### src/rtl/core_lsu_arbiter.sv
// Round-robin arbiter sharing the single-port L1 core local memory among the core's LSUs.
// A response watchdog forces an error completion if the L1 never answers.
module core_lsu_arbiter #(
    parameter int NUM_THREADS    = 4,
    parameter int ADDR_WIDTH     = 15,
    parameter int DATA_WIDTH     = 8,
    parameter int TIMEOUT_CYCLES = 8
) (
    input  logic                              clk,
    input  logic                              reset,
    input  logic [NUM_THREADS-1:0]            lsu_read_valid,
    input  logic [NUM_THREADS*ADDR_WIDTH-1:0] lsu_read_address,
    input  logic [NUM_THREADS-1:0]            lsu_write_valid,
    input  logic [NUM_THREADS*ADDR_WIDTH-1:0] lsu_write_address,
    input  logic [NUM_THREADS*DATA_WIDTH-1:0] lsu_write_data,
    output logic [NUM_THREADS-1:0]            lsu_read_ready,
    output logic [NUM_THREADS*DATA_WIDTH-1:0] lsu_read_data,
    output logic [NUM_THREADS-1:0]            lsu_write_ready,
    output logic                              mem_read_valid,
    output logic [ADDR_WIDTH-1:0]             mem_read_address,
    output logic                              mem_write_valid,
    output logic [ADDR_WIDTH-1:0]             mem_write_address,
    output logic [DATA_WIDTH-1:0]             mem_write_data,
    input  logic                              mem_read_ready,
    input  logic [DATA_WIDTH-1:0]             mem_read_data,
    input  logic                              mem_write_ready,
    output logic                              busy,
    output logic                              timeout_error
);

    localparam int         PTR_W         = (NUM_THREADS > 1) ? $clog2(NUM_THREADS) : 1;
    localparam logic [7:0] TIMEOUT_LIMIT = 8'(TIMEOUT_CYCLES);

    typedef enum logic [1:0] {
        IDLE,
        ISSUE,
        WAIT,
        DONE
    } state_t;

    state_t             state;
    logic [PTR_W-1:0]   rr_ptr;
    logic [PTR_W-1:0]   winner;
    logic               op_write;
    logic [7:0]         watchdog;
    logic [NUM_THREADS-1:0] req;
    logic               grant_found;
    logic [PTR_W-1:0]   grant_idx;

    assign req  = lsu_read_valid | lsu_write_valid;
    assign busy = (state != IDLE);

    // First requester found scanning upward from rr_ptr, wrapping at NUM_THREADS.
    always_comb begin
        int idx;
        grant_found = 1'b0;
        grant_idx   = '0;
        idx         = 0;
        for (int k = 0; k < NUM_THREADS; k++) begin
            idx = int'(rr_ptr) + k;
            if (idx >= NUM_THREADS) begin
                idx = idx - NUM_THREADS;
            end
            if (!grant_found && req[idx]) begin
                grant_found = 1'b1;
                grant_idx   = PTR_W'(idx);
            end
        end
    end

    always_ff @(posedge clk) begin
        if (reset) begin
            state             <= IDLE;
            rr_ptr            <= '0;
            winner            <= '0;
            op_write          <= 1'b0;
            watchdog          <= '0;
            lsu_read_ready    <= '0;
            lsu_write_ready   <= '0;
            lsu_read_data     <= '0;
            mem_read_valid    <= 1'b0;
            mem_read_address  <= '0;
            mem_write_valid   <= 1'b0;
            mem_write_address <= '0;
            mem_write_data    <= '0;
            timeout_error     <= 1'b0;
        end else begin
            mem_read_valid  <= 1'b0;
            mem_write_valid <= 1'b0;
            lsu_read_ready  <= '0;
            lsu_write_ready <= '0;

            case (state)
                // A thread with both valids gets its write first; the read re-arbitrates later.
                IDLE: begin
                    if (grant_found) begin
                        winner   <= grant_idx;
                        op_write <= lsu_write_valid[grant_idx];
                        rr_ptr   <= (grant_idx == PTR_W'(NUM_THREADS - 1)) ? '0 : grant_idx + 1'b1;
                        if (lsu_write_valid[grant_idx]) begin
                            mem_write_valid   <= 1'b1;
                            mem_write_address <= lsu_write_address[grant_idx*ADDR_WIDTH +: ADDR_WIDTH];
                            mem_write_data    <= lsu_write_data[grant_idx*DATA_WIDTH +: DATA_WIDTH];
                        end else begin
                            mem_read_valid    <= 1'b1;
                            mem_read_address  <= lsu_read_address[grant_idx*ADDR_WIDTH +: ADDR_WIDTH];
                        end
                        state <= ISSUE;
                    end
                end

                ISSUE: begin
                    watchdog <= '0;
                    state    <= WAIT;
                end

                // Only the ready matching the issued op counts; the watchdog bounds the wait.
                WAIT: begin
                    if (op_write ? mem_write_ready : mem_read_ready) begin
                        if (op_write) begin
                            lsu_write_ready[winner] <= 1'b1;
                        end else begin
                            lsu_read_ready[winner]                            <= 1'b1;
                            lsu_read_data[winner*DATA_WIDTH +: DATA_WIDTH] <= mem_read_data;
                        end
                        state <= DONE;
                    end else if (watchdog + 8'd1 == TIMEOUT_LIMIT) begin
                        timeout_error <= 1'b1;
                        if (op_write) begin
                            lsu_write_ready[winner] <= 1'b1;
                        end else begin
                            lsu_read_ready[winner]                            <= 1'b1;
                            lsu_read_data[winner*DATA_WIDTH +: DATA_WIDTH] <= '0;
                        end
                        state <= DONE;
                    end else begin
                        watchdog <= watchdog + 8'd1;
                    end
                end

                DONE: begin
                    state <= IDLE;
                end

                default: begin
                    state <= IDLE;
                end
            endcase
        end
    end

endmodule

### config.mk
export PLATFORM = sky130hd
export DESIGN_NAME = core_lsu_arbiter
export DESIGN_NICKNAME = d
export VERILOG_FILES = /design/src/rtl/core_lsu_arbiter.sv
export SDC_FILE = /design/constraint.sdc
export NUM_CORES = 1
export LEC_CHECK = 0
export CAP_MARGIN = 20
export CORE_MARGIN = 5
export CORE_UTILIZATION = 24
export CTS_BUF_LIST = sky130_fd_sc_hd__clkbuf_8
export CTS_CLUSTER_DIAMETER = 40
export DETAILED_ROUTE_END_ITERATION = 8
export GPL_TIMING_DRIVEN = 1
export PLACE_DENSITY = 0.49
export SYNTH_ARGS = -nofsm -noshare
export SYNTH_HDL_FRONTEND = slang
export SYNTH_SLANG_ARGS = --single-unit
### constraint.sdc
create_clock -name clk -period 2.9 [get_ports clk]
set_clock_uncertainty 0.05 [all_clocks]
set_input_delay 0.725 -clock clk [delete_from_list [all_inputs] [get_ports clk]]
set_output_delay 0.725 -clock clk [all_outputs]
set_load 0.005 [all_outputs]
==> results of run 1 <==
[cell families (layout without fill, tap and decap cells)]
kind of cell,after synthesis,after routing
simple gates,316,316
mux,4,4
compound gates,184,184
buf+inv,63,326
flops,96,96
other cells,0,2
fa+ha+maj,8,8
xor+xnor,4,4
[flip-flops by register name, indices dropped and copies added, names as in the netlist]
register and cells:
timeout_error 1, mem_write_address 15, mem_write_valid 1, state 2, lsu_read_data 32, mem_read_valid 1, lsu_write_ready 4, winner 2
op_write 1, lsu_read_ready 4, mem_write_data 8, watchdog 8, mem_read_address 15, rr_ptr 2
[layout make-up]
type	instances	area (um^2)	share of cell area, %
Sequential cell	96	1920	22.6
Tap cell	275	344	4.04
Clock inverter	7	63.8	0.750
Inverter	14	52.6	0.617
Multi-Input combinational cell	516	3000	35.2
Antenna cell	2	5.00	0.0588
Timing Repair Buffer	296	3000	35.2
Clock buffer	9	124	1.46
[synthesized netlist by cell type, types with 9 or more instances]
cell type / count
a21oi_1: 78
a32o_1: 38
buf_2: 16
clkbuf_1: 22
dfxtp_1: 96
inv_1: 14
nand2_1: 192
nand2b_1: 41
nor2_1: 16
o22ai_1: 30
o22ai_2: 9
or2_2: 28
[power by group through the flow]
stage	Sequential (W)	Clock [W]	Combinational (W)
floorplan	0.00185	0	0.00193
global placement	0.00187	0	0.00374
detailed placement	0.00187	0	0.00375
CTS	0.00184	0.000919	0.00376
global route	0.00187	0.000974	0.00402
finish	0.00184	0.000866	0.00371
[metal layers]
metal,wire (um),global-route usage [%]
met2,11000,30.4
met4,370,4.92
met5,0,0
met3,1080,3.60
met1,9560,21.1
[layout by cell type, fill, tap and decap left out, types with 7 or more instances in the layout]
cell type	netlist	final
clkdlybuf4s50_1	0	252
nand2_1	192	191
dfxtp_1	96	96
a21oi_1	78	78
nand2b_1	41	41
a32o_1	38	38
buf_4	8	31
o22ai_1	30	30
or2_2	28	28
nor2_1	16	16
inv_1	14	14
buf_12	0	12
o22ai_2	9	9
clkbuf_8	0	9
ha_1	8	8
and2_1	8	7
nand3_1	8	7
[how the worst max path moves through the flow]
stage | startpoint | end | slack, ns
after global routing | lsu_write_valid[0] | mem_write_data[3] | 0.18
final | lsu_write_valid[0] | mem_read_address[6] | 0.27
after detailed placement | lsu_write_valid[0] | mem_read_address[3] | -0.06
after global placement | lsu_write_valid[0] | mem_read_address[5] | -0.03
after CTS | lsu_write_valid[0] | mem_read_address[3] | 0.31
after floorplan | lsu_read_valid[1] | mem_read_address[14] | 0.46
[metrics by stage]
stage,total power (W),hold WS (ns),setup slack [ns]
after CTS,0.00652,0.410,0.308
after floorplan,0.00378,0.398,0.460
after global routing,0.00687,0.426,0.177
after global placement,0.00561,0.390,-0.0270
final,0.00641,0.407,0.271
after detailed placement,0.00562,0.393,-0.0636
[worst reg2reg max path: stages (launching register included)]
cell and delay [ns]:
dfxtp_1 0.39, ha_1 0.22, nor4b_1 0.29, nand2_1 0.14, o21bai_1 0.29, nand3_1 0.15, buf_4 0.21, or2_2 0.30
a21oi_1 0.14
==> run_results.csv, run 1 <==
group,metric,value,unit
clock_network,cts_tree,"yes",
clock_network,numCtsBuffers,9,
cells_and_area,syn2layout_area_growth,63.5,%
yosys,synth_area_leader_cell,"dfxtp_1",
yosys,synthAdderAreaFrac,1.92,%
critical_path,crit_buf_inv,3,
sta,post-route-period-util,90.6,%
run,maxCapViolations,0,
drt,via_count,5630,
drt,vias_per_cell,4.63,
place,io_buffers,253,
yosys,synth-edff-count,0,
sta,setup_viol,0,
global_routing,grt_pass1_vias,5582,
critical_path,critPathLaunchType,"primary input",
die,die_w,157,um
min_path,holdCritStartpoint,"lsu_read_data[22]",
min_path,whs_path_depth,2,
yosys,async_reset_ff_share,0,%
yosys,synth-main-ff-cell,"dfxtp_1",
clock_network,h-tree-depth,3,
die,die_y,157,um
critical_path,path_depth,9,
cells_and_area,final_core_util,40.1,%
critical_path,path_class,"primary input to flop",
clock_network,clockBufferDepth,2,
yosys,yosysSeqAreaShare,36.9,%
pwr,ir_drop,258,uV
yosys,synth_cell_types,51,
clock_network,cts-root-buf,"clkbuf_8",
pwr,sw_frac_of_total,40.0,%
yosys,synth_area_leaders,"dfxtp_1 (37%), nand2_1 (14%), a21oi_1 (7.5%), a32o_1 (7.3%), nand2b_1 (4.9%)",
critical_path,crit_fanout,16,
sta,tns,0,ns
yosys,ys_ff_latch,96,
critical_path,crit_path_end_kind,"flop",
die,initial_utilization,24.5,%
global_routing,grt_usage,17.2,%
pwr,power_switching,0.00256,W
yosys,netlist_instances,675,
global_routing,antenna_found_initial,2,
die,dieArea,24700,um^2
cells_and_area,final_layout_size_suffix_gt1_share,12.0,%
critical_path,crit_chain,"clkdlybuf4s50_1 -> o21a_1 -> o311ai_4 -> and2_2 -> buf_12 -> a32oi_4 -> nand2b_1 -> buf_12 -> o22ai_2",
drt,drc,0,
drt,wl_per_cell,18.1,um
yosys,synth_xor_area_share,0.673,%
critical_path,cp.arrival,2.88,ns
place,placed_area,8320,um^2
outcome,status,"completed",
sta,hold_viol_final,0,
sta,tightest_slew,0.554,ns
clock_network,clkLatencyLatePin,0.39,ns
pwr,power_leakage,3.09,nW
cells_and_area,final_nets,1113,
yosys,avgSynthCellArea,7.71,um^2
drt,first_pass_iters,4,
min_path,hp-class,"flop to flop",
drt,routed_wl,22.0,mm
die,coreArea,21200,um^2
clock_network,cts_hold_buf,0,
yosys,yosys.area_share.simple,28.5,%
sta,slew_headroom,63.1,%
cells_and_area,num-fill-cells,2218,
pwr,clkPwrFrac,13.5,%
critical_path,crit_family,"compound AO/OA/AOI/OAI gates",
critical_path,reg2reg_depth,8,
critical_path,reg2reg_from,"watchdog[0]",
sta,min_period,2.63,ns
clock_network,postCtsSetupBuffers,0,
cells_and_area,final_cells,1215,
drt,drtAntennaViolNets,0,
critical_path,r2r_end,"lsu_read_data[5]",
pwr,power_density,753,nW/um^2
place,dp_cells,1197,
yosys,synth_top_family_by_area,"simple AND/OR/NAND/NOR gates",
clock_network,clkSlewWorstSetupHoldPaths,0.11,ns
critical_path,crit_path_frequent_cell,"buf_12",
min_path,holdPathEnd,"lsu_read_data[22]",
yosys,muxShareOfSynthArea,0.865,%
clock_network,ctsResizeCount,0,
place,place_hpwl,17.3,mm
die,ios,254,
pwr,comb_power_share,57.8,%
yosys,synth_compound_area_share,25.5,%
sta,rsz0062_at_grt,"false",
critical_path,crit_slowest_cell,"clkdlybuf4s50_1",
critical_path,cp_slowest_stage_delay,0.53,ns
sta,drv_slew,0,
global_routing,grt_pass1_wl,32.9,mm
clock_network,cts.sink_count,96,
global_routing,grt_overflow,0,
yosys,syn-cell-area,5210,um^2
yosys,yosysTopAreaCellShare,36.9,%
yosys,syn_nets,855,
drt,drt_iter0_markers,317,
critical_path,r2r_setup_slack,0.65,ns
global_routing,grt_max_degree,41,
die,rows,53,
sta,max_freq,380,MHz
place,place_congestion,0.859,
cells_and_area,post-route-cell-area,8510,um^2
pwr,internal-power,0.00385,W
yosys,yosys_warnings,0,
critical_path,required,3.15,ns
pwr,seq_power_share,28.6,%
Power figures use the tool's default switching activity.
==> inputs of run 2 (changes only) <==
--- a/config.mk
+++ b/config.mk
@@ -8,7 +8,6 @@
 export CAP_MARGIN = 20
 export CORE_MARGIN = 5
 export CORE_UTILIZATION = 24
-export CTS_BUF_LIST = sky130_fd_sc_hd__clkbuf_8
 export CTS_CLUSTER_DIAMETER = 40
 export DETAILED_ROUTE_END_ITERATION = 8
 export GPL_TIMING_DRIVEN = 1
==> run_results.csv, run 2 (synthesized netlist as in run 1, its figures left out) <==
group,metric,value,unit
cells_and_area,final_layout_size_suffix_gt1_share,12.0,%
place,io_buffers,253,
critical_path,cp_slowest_stage_delay,0.52,ns
cells_and_area,largestRegisters,"lsu_read_data (32), mem_read_address (15), mem_write_address (15)",
critical_path,crit_path_end_kind,"flop",
critical_path,crit_fanout,16,
drt,wl_per_cell,18.0,um
clock_network,numCtsBuffers,9,
critical_path,r2r_setup_slack,0.66,ns
pwr,clkPwrFrac,17.5,%
global_routing,grt_usage,17.2,%
die,rows,53,
clock_network,clkSlewWorstSetupHoldPaths,0.08,ns
pwr,comb_power_share,55.1,%
cells_and_area,final_common_cell,"clkdlybuf4s50_1",
pwr,power_density,780,nW/um^2
critical_path,path_class,"primary input to flop",
pwr,power_leakage,3.13,nW
sta,rsz0062_at_grt,"false",
cells_and_area,syn2layout_area_growth,65.4,%
clock_network,clockBufferDepth,2,
die,initial_utilization,24.5,%
cells_and_area,regMostFlops,"lsu_read_data",
global_routing,grt_overflow,0,
cells_and_area,final_core_util,40.6,%
sta,hold_ws,0.401,ns
sta,max_freq,379,MHz
clock_network,cts_tree,"yes",
cells_and_area,final_cell_mix,"clkdlybuf4s50_1 (252), nand2_1 (191), dfxtp_1 (96)",
die,dieArea,24700,um^2
pwr,power_switching,0.00260,W
cells_and_area,num-fill-cells,2203,
drt,via_count,5609,
sta,slew_headroom,63.1,%
drt,drtAntennaViolNets,0,
drt,routed_wl,21.9,mm
clock_network,clkLatencyLatePin,0.35,ns
drt,vias_per_cell,4.62,
die,die_w,157,um
pwr,ir_drop,322,uV
drt,drt_iter0_markers,284,
place,place_hpwl,17.3,mm
global_routing,grt_pass1_vias,5566,
drt,met3WireLength,1.08,mm
sta,tns,0,ns
cells_and_area,final_nets,1113,
outcome,status,"completed",
place,dp_cells,1197,
critical_path,crit_chain,"clkdlybuf4s50_1 -> o21a_1 -> o311ai_4 -> and2_2 -> buf_12 -> a32oi_4 -> nand2b_1 -> buf_12 -> o22ai_1",
sta,setup_viol,0,
critical_path,critPathLaunchType,"primary input",
clock_network,ctsResizeCount,0,
sta,min_period,2.64,ns
place,place_congestion,0.859,
die,die_y,157,um
clock_network,postCtsSetupBuffers,0,
sta,post-route-period-util,90.9,%
critical_path,crit_path_frequent_cell,"buf_12",
drt,drt-met1-wl,9.51,mm
critical_path,cp.arrival,2.86,ns
drt,first_pass_iters,4,
drt,maxUsedRoutingLayer,"met4",
clock_network,cts-root-buf,"clkbuf_16",
min_path,hp-class,"flop to flop",
drt,drc,0,
global_routing,grt_pass1_wl,32.8,mm
global_routing,grt_max_degree,41,
pwr,internal-power,0.00412,W
die,ios,254,
die,coreArea,21200,um^2
sta,hold_viol_final,0,
sta,drv_slew,0,
run,maxCapViolations,0,
cells_and_area,largest_reg_flops,32,
clock_network,cts.sink_count,96,
critical_path,required,3.13,ns
clock_network,h-tree-depth,3,
global_routing,antenna_found_initial,2,
critical_path,crit_slowest_cell,"clkdlybuf4s50_1",
clock_network,cts_hold_buf,0,
cells_and_area,final_cells,1215,
pwr,sw_frac_of_total,38.7,%
sta,tightest_slew,0.553,ns
pwr,total_power,0.00672,W
drt,wl_met2,10.9,mm
pwr,seq_power_share,27.3,%
==> run 2: layout make-up <==
| class | instances | area [um^2] | area share, % |
|---|---|---|---|
| Inverter | 14 | 52.6 | 0.610 |
| Clock inverter | 7 | 63.8 | 0.741 |
| Antenna cell | 2 | 5.00 | 0.0581 |
| Tap cell | 275 | 344 | 3.99 |
| Timing Repair Buffer | 296 | 3000 | 34.8 |
| Multi-Input combinational cell | 516 | 3000 | 34.8 |
| Clock buffer | 9 | 225 | 2.61 |
| Sequential cell | 96 | 1920 | 22.3 |
==> run 2: final timing paths <==
check                           from                   to  cells past startpoint
hold reg to reg    lsu_read_data[22]    lsu_read_data[22]                      2
setup reg to reg         watchdog[0]     lsu_read_data[5]                      8
setup / recovery  lsu_write_valid[0]  mem_read_address[3]                      9
hold / removal     lsu_read_data[22]    lsu_read_data[22]                      2
==> run 2: worst max-delay path, delay by kind of cell <==
| kind | cells | cell delay [ns] |
|---|---|---|
| AOI/OAI and AO/OA | 4 | 0.85 |
| buffers and inverters | 3 | 0.84 |
| and+or+nand+nor | 2 | 0.44 |
==> run 2: through the flow <==
stage / instance area [um^2] / setup slack [ns]
after floorplan: 5210 / 0.460
after global placement: 8320 / -0.0270
after detailed placement: 8320 / -0.0636
after CTS: 8610 / 0.291
after global routing: 8610 / 0.151
final: 8610 / 0.264
==> run 2: power groups by stage <==
stage                     clock [W]  sequential [W]  combinational [W]
after floorplan                   0         0.00185            0.00193
after global placement            0         0.00187            0.00374
after detailed placement          0         0.00187            0.00375
after CTS                   0.00123         0.00184            0.00376
after global routing        0.00128         0.00187            0.00402
final                       0.00118         0.00184            0.00370
==> run 2: per-layer routing <==
metal  vias to the layer above  track usage [%]
met5                         -                0
met4                         0             5.53
met3                        21             3.19
met2                       128             30.2
met1                      2602             21.2
li1                       2858                -
==> inputs of run 3 (changes only) <==
==> constraint.sdc (replaced) <==
create_clock -name clk -period 2.9 [get_ports clk]
set_clock_uncertainty 0.05 [all_clocks]
set_input_delay 0.435 -clock clk [delete_from_list [all_inputs] [get_ports clk]]
set_output_delay 0.435 -clock clk [all_outputs]
set_load 0.005 [all_outputs]
==> run_results.csv, run 3 (synthesized netlist as in run 1, its figures left out) <==
group,metric,value,unit
drt,routed_wl,22.0,mm
sta,layout_setup_ws,0.505,ns
global_routing,grt_max_degree,57,
die,initial_utilization,24.5,%
cells_and_area,largestRegisters,"lsu_read_data (32), mem_read_address (15), mem_write_address (15)",
drt,drc,0,
clock_network,clkSlewWorstSetupHoldPaths,0.07,ns
critical_path,cp_slowest_stage_delay,0.47,ns
cells_and_area,syn2layout_area_growth,61.4,%
sta,hold_viol_final,0,
die,ios,254,
global_routing,grtUsageMet1,21.6,%
critical_path,critPathLaunchType,"primary input",
cells_and_area,final_nets,1092,
global_routing,antenna_found_initial,3,
die,die_y,157,um
place,io_buffers,253,
pwr,seq_power_share,28.5,%
clock_network,h-tree-depth,3,
sta,tns,0,ns
clock_network,numCtsBuffers,9,
critical_path,required,3.12,ns
clock_network,cts-root-buf,"clkbuf_16",
sta,max_freq,418,MHz
pwr,ir_drop,364,uV
outcome,status,"completed",
cells_and_area,final_core_util,39.6,%
cells_and_area,final_layout_size_suffix_gt1_share,9.92,%
sta,slew_headroom,58.1,%
die,die_w,157,um
drt,drtAntennaViolNets,0,
place,place_congestion,0.859,
sta,tightest_slew,0.620,ns
run,maxCapViolations,0,
global_routing,grtUsageMet3,3.41,%
critical_path,crit_slowest_cell,"clkdlybuf4s50_1",
critical_path,cp.arrival,2.61,ns
cells_and_area,final_cell_mix,"clkdlybuf4s50_1 (252), nand2_1 (191), dfxtp_1 (96)",
clock_network,cts.sink_count,96,
cells_and_area,post-route-cell-area,8400,um^2
critical_path,crit_fanout,33,
drt,vias_per_cell,4.62,
critical_path,crit_path_end_kind,"flop",
die,rows,53,
clock_network,clkLatencyLatePin,0.35,ns
sta,drv_slew,0,
sta,post-route-period-util,82.6,%
min_path,hp-class,"flop to flop",
pwr,clkPwrFrac,18.1,%
place,placed_area,8110,um^2
cells_and_area,largest_reg_flops,32,
die,dieArea,24700,um^2
critical_path,crit_chain,"clkdlybuf4s50_1 -> or2_4 -> o311ai_4 -> and2_2 -> buf_12 -> nand2_1 -> a32o_1 -> o22ai_1",
pwr,internal-power,0.00395,W
pwr,power_density,769,nW/um^2
place,pre_cts_ws,0.159,ns
global_routing,grt_overflow,0,
clock_network,cts_hold_buf,0,
cells_and_area,final_common_cell,"clkdlybuf4s50_1",
clock_network,ctsResizeCount,0,
pwr,power_leakage,3.01,nW
drt,wl_per_cell,18.4,um
drt,drt_iter0_markers,318,
pwr,total_power,0.00646,W
global_routing,grt_pass1_wl,32.8,mm
global_routing,top_usage_layer,"met2",
clock_network,clockBufferDepth,2,
sta,setup_viol,0,
drt,first_pass_iters,4,
pwr,comb_power_share,53.3,%
sta,rsz0062_at_grt,"false",
die,coreArea,21200,um^2
global_routing,grt_pass1_vias,5411,
clock_network,cts_tree,"yes",
pwr,power_switching,0.00251,W
pwr,sw_frac_of_total,38.8,%
clock_network,postCtsSetupBuffers,0,
drt,via_count,5516,
place,place_hpwl,16.9,mm
global_routing,grtUsageMet2,29.7,%
critical_path,path_class,"primary input to flop",
cells_and_area,regMostFlops,"lsu_read_data",
sta,min_period,2.39,ns
global_routing,grt_usage,17.2,%
## run 3: changes by cell type in the layout (fill, tap and decap cells not counted), sizes merged
cell / before / now
clkinvlp: 1 / 2
clkbuf: 9 / 11
buf: 44 / 23
diode: 2 / 3
inv: 18 / 15
## run 3: worst paths after layout
| kind | start | end | slack [ns] | cells after the start |
|---|---|---|---|---|
| min | lsu_read_data[9] | lsu_read_data[9] | 0.40 | 2 |
| max | lsu_write_valid[1] | mem_read_address[3] | 0.51 | 8 |
| min reg2reg | lsu_read_data[9] | lsu_read_data[9] | 0.40 | 2 |
| max reg2reg | watchdog[0] | lsu_read_ready[0] | 0.68 | 6 |
## run 3: cell type report
cell class                 count  area, um^2
antenna                        3        7.51
clock buffer                  11         243
clock inverter                 5        41.3
fill                        2189       12800
inverter                      14        52.6
multi-input combinational    516        3000
sequential                    96        1920
tap                          275         344
timing repair buffer         275        2790
## run 3: worst max-delay path, delay by kind of cell
kind | cells | cell delay [ns]
compound gates | 3 | 0.75
buf+inv | 2 | 0.70
simple gates | 3 | 0.70
## run 3: through the flow
stage	instances	hold WS (ns)
final	1195	0.402
after global routing	1195	0.420
after CTS	1192	0.403
after detailed placement	1176	0.393
after global placement	1176	0.388
after floorplan	675	0.398
## run 3: routing by layer
layer / vias to the layer above / wire (um)
met5: - / 0
met4: 0 / 403
met3: 26 / 1150
met2: 133 / 10900
met1: 2536 / 9510
li1: 2821 / -
## run 3: power groups by stage
stage               Clock, W  Sequential, W  Combinational [W]
finish               0.00117        0.00184            0.00344
CTS                  0.00123        0.00184            0.00349
global route         0.00127        0.00189            0.00374
global placement           0        0.00187            0.00349
detailed placement         0        0.00187            0.00349
floorplan                  0        0.00185            0.00193
==> variant (config.mk and constraints of run 2) <==
The parameter `ADDR_WIDTH` goes from 15 to 14.
--- a/src/rtl/core_lsu_arbiter.sv
+++ b/src/rtl/core_lsu_arbiter.sv
@@ -2,7 +2,7 @@
 // A response watchdog forces an error completion if the L1 never answers.
 module core_lsu_arbiter #(
     parameter int NUM_THREADS    = 4,
-    parameter int ADDR_WIDTH     = 15,
+    parameter int ADDR_WIDTH     = 14,
     parameter int DATA_WIDTH     = 8,
     parameter int TIMEOUT_CYCLES = 8
 ) (
Ports: changed (resized lsu_read_address, lsu_write_address, mem_read_address and mem_write_address); port bits go from 254 to 244. The function was not compared with the original's and may differ.
==> variant against run 2 <==
  * Setup slack got worse by 98 ps
  * Clock power increased by 9%
  * Sequential power decreased by 7%
  * Sequential cell count decreased by 2
  * Count of clock-buffer cells in the layout increased by 1
  * Synthesized area decreased by 5.4%
  * Non-clock buffer count decreased by 25
  * Power decreased by 11%
  * Final area decreased by 5.9%
  * Combinational power decreased by 19%
  * Via count decreased by 12%
  * Wire length decreased by 13%
==> variant: results (changes against run 2) <==
Placement
  • I/O Buffers: 243 (-4.0%)
  • Dpl hpwl: 15.1 mm (-13%)
  • Placed Cells: 1,039 (-13%)
  • Pre-CTS setup slack: -144 ps (-80.9 ps)
  • Placement Cell Area: 0.00778 sq mm (-6.5%)
  • GPL Wtd Cong: 0.801 (-6.8%)

Power and ir drop
  • Leak pwr: 0.00273 uW (-13%)
  • P_clk: 1290 uW (+9%)
  • Gate power share: 49.9% (-5.2 points)
  • Internal power: 3850 uW (-6.5%)
  • Power, Total: 6010 uW (-11%)

Synthesis
  • Area share of fa/ha/maj cells after synthesis: 2.03% (+0.11 points)
  • Post-synthesis xor/xnor area fraction: 0.711% (+0.038 points)
  • Number of distinct library cells after synthesis: 53 (+3.9%)
  • Syn Area/Cell: 9.18 sq um (+19%)
  • Synth top area cells: dfxtp_1 (38%), mux4_2 (16%), a21oi_1 (7.8%), nand2_1 (5.7%), nand3_1 (4.3%)
  • Multiplexer area fraction after synthesis: 17.4% (+16 points)
  • Post-synthesis sequential area ratio: 38.2% (+1.3 points)

GRT
  • Grt met2 use: 28.9% (-1.3 points)
  • First-pass GRT wire length: 29.1 mm (-11%)
  • Number of global-route vias before repair: 5,079 (-8.7%)
  • Initial antenna violation count: 1 (-1)
  • Largest net degree at the start of global routing: 65 (+59%)

Routing
  • Vias per Instance: 4.70 (+1.8%)
  • Final wirelength: 19.0 mm (-13%)
  • Drt wl/cell: 18.0 um (-0.35%)

Finish
  • Share of layout cells above drive strength 1: 12.1% (+0.055 points)
  • Biggest regs: lsu_read_data (32), mem_read_address (14), mem_write_address (14)

Clock tree
  • Clk buf depth: 2 (unchanged)

Setup path
  • Worst reg2reg path depth: 7 (-1)
  • Max FO, Critical Path: 36 (+20)
  • R2R Setup Slk: 590 ps (-70 ps)
  • Worst r2r dst: lsu_read_data[17]$_SDFFE_PP0P_

Status
  • Outcome: finished, final reports clean

Worst hold path
  • WHS Endpoint: lsu_read_data[19]$_SDFFE_PP0P_
  • Hold Crit Start: lsu_read_data[19]$_SDFFE_PP0P_
variant: changes by cell type after synthesis, sizes merged, moves of 3 or more:
cell | before | now
a32o | 38 | 1
nand2 | 193 | 75
nor3 | 2 | 5
inv | 14 | 11
or2 | 33 | 36
o22ai | 39 | 1
buf | 27 | 19
nand3 | 8 | 42
o21ai | 4 | 41
nand2b | 41 | 2
mux4 | 0 | 36
variant: layout make-up:
cell class	count	area (sq um)
Antenna cell	1	2.50
Clock buffer	10	229
Clock inverter	6	91.3
Fill cell	1975	12100
Inverter	11	41.3
Multi-Input combinational cell	393	2810
Sequential cell	94	1880
Tap cell	270	338
Timing Repair Buffer	271	2710
variant: critical path, cell delays in order:
cell             delay (ps)
clkdlybuf4s50_1         460
nor2_1                  340
a211oi_2                160
buf_4                   170
nor3_4                  220
buf_12                  240
mux4_2                  370
nand3_1                 100
a21oi_1                  70
variant: metal layers:
layer  up-vias  part of all wire, %
li1       2415                    -
met1      2365                   39
met2       171                   54
met3        12                  6.9
met4         0                 0.90
met5         -                    0
